`src/rtl/hazard_ctrl.sv`:
```
// Pipeline sequencing controller: decides PC / IF/ID / ID/EX advance, flush, bubble or freeze
// for load-use hazards, taken branches and data-memory waits, with saturating stall/flush counters.
module hazard_ctrl #(
  parameter int unsigned REG_W          = 3,
  parameter int unsigned BRANCH_PENALTY = 1,
  parameter int unsigned CNT_W          = 16
) (
  input  logic             clk,
  input  logic             rst,
  input  logic [REG_W-1:0] id_rs,
  input  logic [REG_W-1:0] id_rt,
  input  logic             id_uses_rt,
  input  logic             ex_mem_read,
  input  logic [REG_W-1:0] ex_rd,
  input  logic             ex_branch_taken,
  input  logic             mem_busy,
  output logic             pc_write,
  output logic             if_id_write,
  output logic             if_id_flush,
  output logic             id_ex_bubble,
  output logic             id_ex_hold,
  output logic [1:0]       state,
  output logic [CNT_W-1:0] stall_cnt,
  output logic [CNT_W-1:0] flush_cnt
);

  localparam int unsigned     FL_W      = 2;
  localparam logic [FL_W-1:0] FL_RELOAD = FL_W'(BRANCH_PENALTY - 1);
  localparam logic [CNT_W-1:0] CNT_MAX  = '1;

  typedef enum logic [1:0] {
    ST_RUN      = 2'd0,
    ST_FLUSH    = 2'd1,
    ST_MEM_WAIT = 2'd2
  } state_t;

  state_t          cur_state, nxt_state;
  state_t          saved_q, saved_d;
  state_t          eff_state;
  logic [FL_W-1:0] fl_q, fl_d;
  logic            load_use;

  assign load_use  = ex_mem_read &&
                     ((ex_rd == id_rs) || (id_uses_rt && (ex_rd == id_rt)));
  // Leaving MEM_WAIT is zero-cycle: the first non-busy cycle acts as the saved state.
  assign eff_state = (cur_state == ST_MEM_WAIT) ? saved_q : cur_state;
  assign state     = cur_state;

  always_comb begin
    pc_write     = 1'b1;
    if_id_write  = 1'b1;
    if_id_flush  = 1'b0;
    id_ex_bubble = 1'b0;
    id_ex_hold   = 1'b0;
    nxt_state    = cur_state;
    fl_d         = fl_q;
    saved_d      = saved_q;

    if (rst) begin
      pc_write     = 1'b0;
      if_id_write  = 1'b0;
      if_id_flush  = 1'b1;
      id_ex_bubble = 1'b1;
    end else if (mem_busy) begin
      pc_write    = 1'b0;
      if_id_write = 1'b0;
      id_ex_hold  = 1'b1;
      if (cur_state != ST_MEM_WAIT) begin
        saved_d   = cur_state;
        nxt_state = ST_MEM_WAIT;
      end
    end else begin
      nxt_state = eff_state;
      if (ex_branch_taken) begin
        if_id_flush  = 1'b1;
        id_ex_bubble = 1'b1;
        if (BRANCH_PENALTY > 1) begin
          nxt_state = ST_FLUSH;
          fl_d      = FL_RELOAD;
        end else begin
          nxt_state = ST_RUN;
        end
      end else if (eff_state == ST_FLUSH) begin
        if_id_flush = 1'b1;
        fl_d        = fl_q - FL_W'(1);
        if (fl_q == FL_W'(1)) begin
          nxt_state = ST_RUN;
        end
      end else if (load_use) begin
        pc_write     = 1'b0;
        if_id_write  = 1'b0;
        id_ex_bubble = 1'b1;
      end
    end
  end

  always_ff @(posedge clk) begin
    if (rst) begin
      cur_state <= ST_RUN;
      saved_q   <= ST_RUN;
      fl_q      <= '0;
    end else begin
      cur_state <= nxt_state;
      saved_q   <= saved_d;
      fl_q      <= fl_d;
    end
  end

  // Saturating performance counters; reset cycles are not counted.
  always_ff @(posedge clk) begin
    if (rst) begin
      stall_cnt <= '0;
      flush_cnt <= '0;
    end else begin
      if (!pc_write && (stall_cnt != CNT_MAX)) begin
        stall_cnt <= stall_cnt + CNT_W'(1);
      end
      if (if_id_flush && (flush_cnt != CNT_MAX)) begin
        flush_cnt <= flush_cnt + CNT_W'(1);
      end
    end
  end

endmodule

```
`config.mk`:
```
export PLATFORM = sky130hd
export DESIGN_NAME = hazard_ctrl
export DESIGN_NICKNAME = d
export VERILOG_FILES = /design/src/rtl/hazard_ctrl.sv
export SDC_FILE = /design/constraint.sdc
export NUM_CORES = 1
export LEC_CHECK = 0
export CAP_MARGIN = 25
export CORE_MARGIN = 3
export CORE_UTILIZATION = 49
export CTS_CLUSTER_DIAMETER = 30
export DETAILED_ROUTE_END_ITERATION = 8
export GPL_TIMING_DRIVEN = 0
export HOLD_SLACK_MARGIN = 0.03
export PLACE_DENSITY_LB_ADDON = 0.1
export SYNTH_ARGS = -nofsm -noshare
export SYNTH_HDL_FRONTEND = slang
export SYNTH_SLANG_ARGS = --single-unit
```
`constraint.sdc`:
```
create_clock -name clk -period 3.91 [get_ports clk]
set_clock_uncertainty 0.1 [all_clocks]
set_input_delay 1.173 -clock clk [delete_from_list [all_inputs] [get_ports clk]]
set_output_delay 1.173 -clock clk [all_outputs]
set_load 0.05 [all_outputs]
```
==> flow_summary.yaml <==
sta:
  drv_slew: 0
  tightest_slew_ns: 0.597
  rsz0062_at_grt: "yes"
  holdWs_ns: 0.395
  fin_setup_tns_ns: 0
  timing.final.crit_share_pct: 99.3
  period_needed_ns: 3.88
  final-setup-viol-count: 0
  max_slew_margin_pct: 59.9
  fmaxAchievable_mhz: 258
  hold_violations: 0
yosys:
  yosysUniqueCellTypes: 50
  avgSynthCellArea_um2: 8.38
  synthFlopType: "dfxtp_1"
  yosys_warnings: 0
  synthCells: 260
  synth.most_common_cell: "dfxtp_1"
  synth_top_family_by_area: "simple AND/OR/NAND/NOR gates"
  synth_nets: 278
  ys_seq_elements: 38
  yosys.area_share.simple_pct: 29.4
  synth_compound_area_share_pct: 19.5
  seq_area_frac_synth_pct: 34.9
  synthArstFlopShare_pct: 0
  synth_top_area_share_pct: 34.9
  syn_area_um2: 2180
  synth_commonest_cells: "38 x dfxtp_1, 23 x nor2_1, 20 x a21oi_1"
  yosys.area_share.xor_xnor_pct: 3.21
  synthMuxAreaShare_pct: 7.12
  yosys.area.top_type: "dfxtp_1"
  synth_adder_area_share_pct: 1.72
  synth_area_leaders: "dfxtp_1 35%, mux2_2 6.2%, a21oi_1 4.6%"
  synth-edff-count: 0
floorplanning:
  fp-row-count: 23
  core_area_um2: 4140
  ios: 54
  initial_core_util_pct: 52.6
  die_area_um2: 5280
  die_w_um: 72.7
  die_height_um: 72.7
drt:
  ant_nets: 0
  wl_per_cell_um: 15.0
  drt-initial-drc-count: 82
  drc: 0
  wl_um: 5600
  post_drt_via_cell_ratio: 5.79
  first_pass_iters: 4
  vias: 2158
pwr:
  power.total_mw: 0.943
  powerDensity_nw_per_um2: 318
  p_sw_mw: 0.231
  peakVddDrop_mv: 0.234
  comb_power_share_pct: 13.1
  internal-power_mw: 0.713
  power_frac_seq_pct: 42.3
  sw_frac_of_total_pct: 24.4
  power_leakage_nw: 1.08
  clkPwrFrac_pct: 44.6
cts:
  cts.sinks: 38
  cts_tree: "yes"
  h-tree-depth: 2
  root_buffer: "clkbuf_8"
  clkLatencyLatePin_ns: 0.30
  cts_buffers: 5
  path_clk_slew_ns: 0.08
  cts-hold-fix-buffers: 0
  clockBufferDepth: 2
setup_path:
  critPathBufInv: 5
  cp_max_fo: 10
  slowest_delay_ns: 0.51
  path_class: "input pin to output port"
  path_delay_family: "buffers and inverters"
  critPathLaunchType: "input pin"
  critPathRequiredTime_ns: 2.64
  end_kind: "output port"
  slowest_stage: "clkdlybuf4s50_1"
  cp_cell_sequence: "clkdlybuf4s50_1, buf_4, inv_1, and3_4, buf_6, buf_8"
  critPathArrivalTime_ns: 2.61
global_route:
  grt_max_degree: 13
  first_global_vias: 2056
  grt_remaining_overflow: 0
  grt_pass1_wl_um: 9580
  track_usage_pct: 22.9
  antenna_found_initial: 0
place:
  gp_congestion: 0.839
  io_buffer_count: 53
  place_area_um2: 2770
  hpwl_um: 3910
cells_and_area:
  post-route-util_pct: 71.6
  final_cell_area_um2: 2970
  areaGrowthSynthToFinish_pct: 36.1
  fin_nets: 340
  diodes: 0
  drive_above_1_share_pct: 15.5
worst_hold_path:
  hp-class: "register to register"
flow_run:
  cap_violations: 0
outcome:
  status: "complete, no violations"
kinds of logic after synthesis:
logic type,Yosys count
and+or+nand+nor,114
AOI/OAI and AO/OA,63
DFF,38
buffers and inverters,20
muxes,14
xor gates and xnor gates,8
adders and majority gates,3
timing repair:
action                                  in CTS  in global routing
setup buffers                                3                  0
endpoints found under the setup margin       5                  3
pin swaps                                    7                  2
gates resized for setup                     52                  4
gates cloned                                 0                  0
layout by cell type (no fill, tap or decap), drive strengths merged, types with 3 or more instances in the layout:
cell type / Yosys / layout
nand4: 10 / 10
nor2b: 13 / 13
dlygate4sd2: 0 / 7
and3: 4 / 4
and4: 6 / 6
o21ai: 12 / 12
nand2: 17 / 17
inv: 7 / 7
clkdlybuf4s50: 0 / 40
nor2: 23 / 23
ha: 3 / 3
dfxtp: 38 / 38
clkbuf: 8 / 13
a21oi: 20 / 20
nand3: 13 / 13
nor3: 5 / 5
a211oi: 10 / 10
mux2: 12 / 12
xor2: 5 / 5
buf: 5 / 13
xnor2: 3 / 3
or3: 12 / 12
o31ai: 3 / 3
worst min-delay path: cells and delay by family, from the launching register on:
family           cells  cell delay [ns]
AND/OR/NAND/NOR      1             0.07
flip-flops           1             0.33
multiplexers         1             0.07
final timing paths:
check	endpoint	cells after the start	start	slack, ns
worst max-delay path	pc_write	6	rst	0.03
worst max register to register	stall_cnt[11]$_SDFFE_PP0P_	6	state[0]$_SDFFE_PP0P_	1.62
worst min register to register	fl_q[1]$_SDFFE_PP0P_	2	fl_q[1]$_SDFFE_PP0P_	0.40
worst min-delay path	fl_q[1]$_SDFFE_PP0P_	2	fl_q[1]$_SDFFE_PP0P_	0.40
power by group through the flow:
stage	Clock (mW)	Combinational [mW]	Sequential, mW
6_report	0.420	0.124	0.399
5_1_grt	0.443	0.133	0.401
4_1_cts	0.428	0.123	0.399
3_5_place_dp	0	0.118	0.408
3_3_place_gp	0	0.116	0.408
2_1_floorplan	0	0.0537	0.426
sequential cells by signal (all words and copies together), names as in the netlist:
signal and cells:
fl_q 2, flush_cnt 16, saved_q 2, stall_cnt 16, state 2
layer usage:
metal  vias up  part of all wire, %  global-route usage (%)
met2        51                   50                    39.4
met4         0                  1.3                    7.79
met1      1020                   44                    27.9
met5         -                    0                       0
met3        10                  4.3                    5.37
li1       1077                    -                       -
stage by stage:
step	std cells	setup slack, ns
after floorplan	260	0.0640
after global placement	363	-0.962
after detailed placement	363	-0.978
after CTS	374	-0.0245
after global routing	373	-0.0464
final	373	0.0289
final cells by class:
type	count	area, µm²
multi-input combinational	202	1370
fill	365	1180
clock buffer	6	82.6
inverter	7	26.3
timing repair buffer	56	541
clock inverter	2	60.1
buffer	12	67.6
sequential	38	761
tap	50	62.6
(Power assumes the default switching activity.)
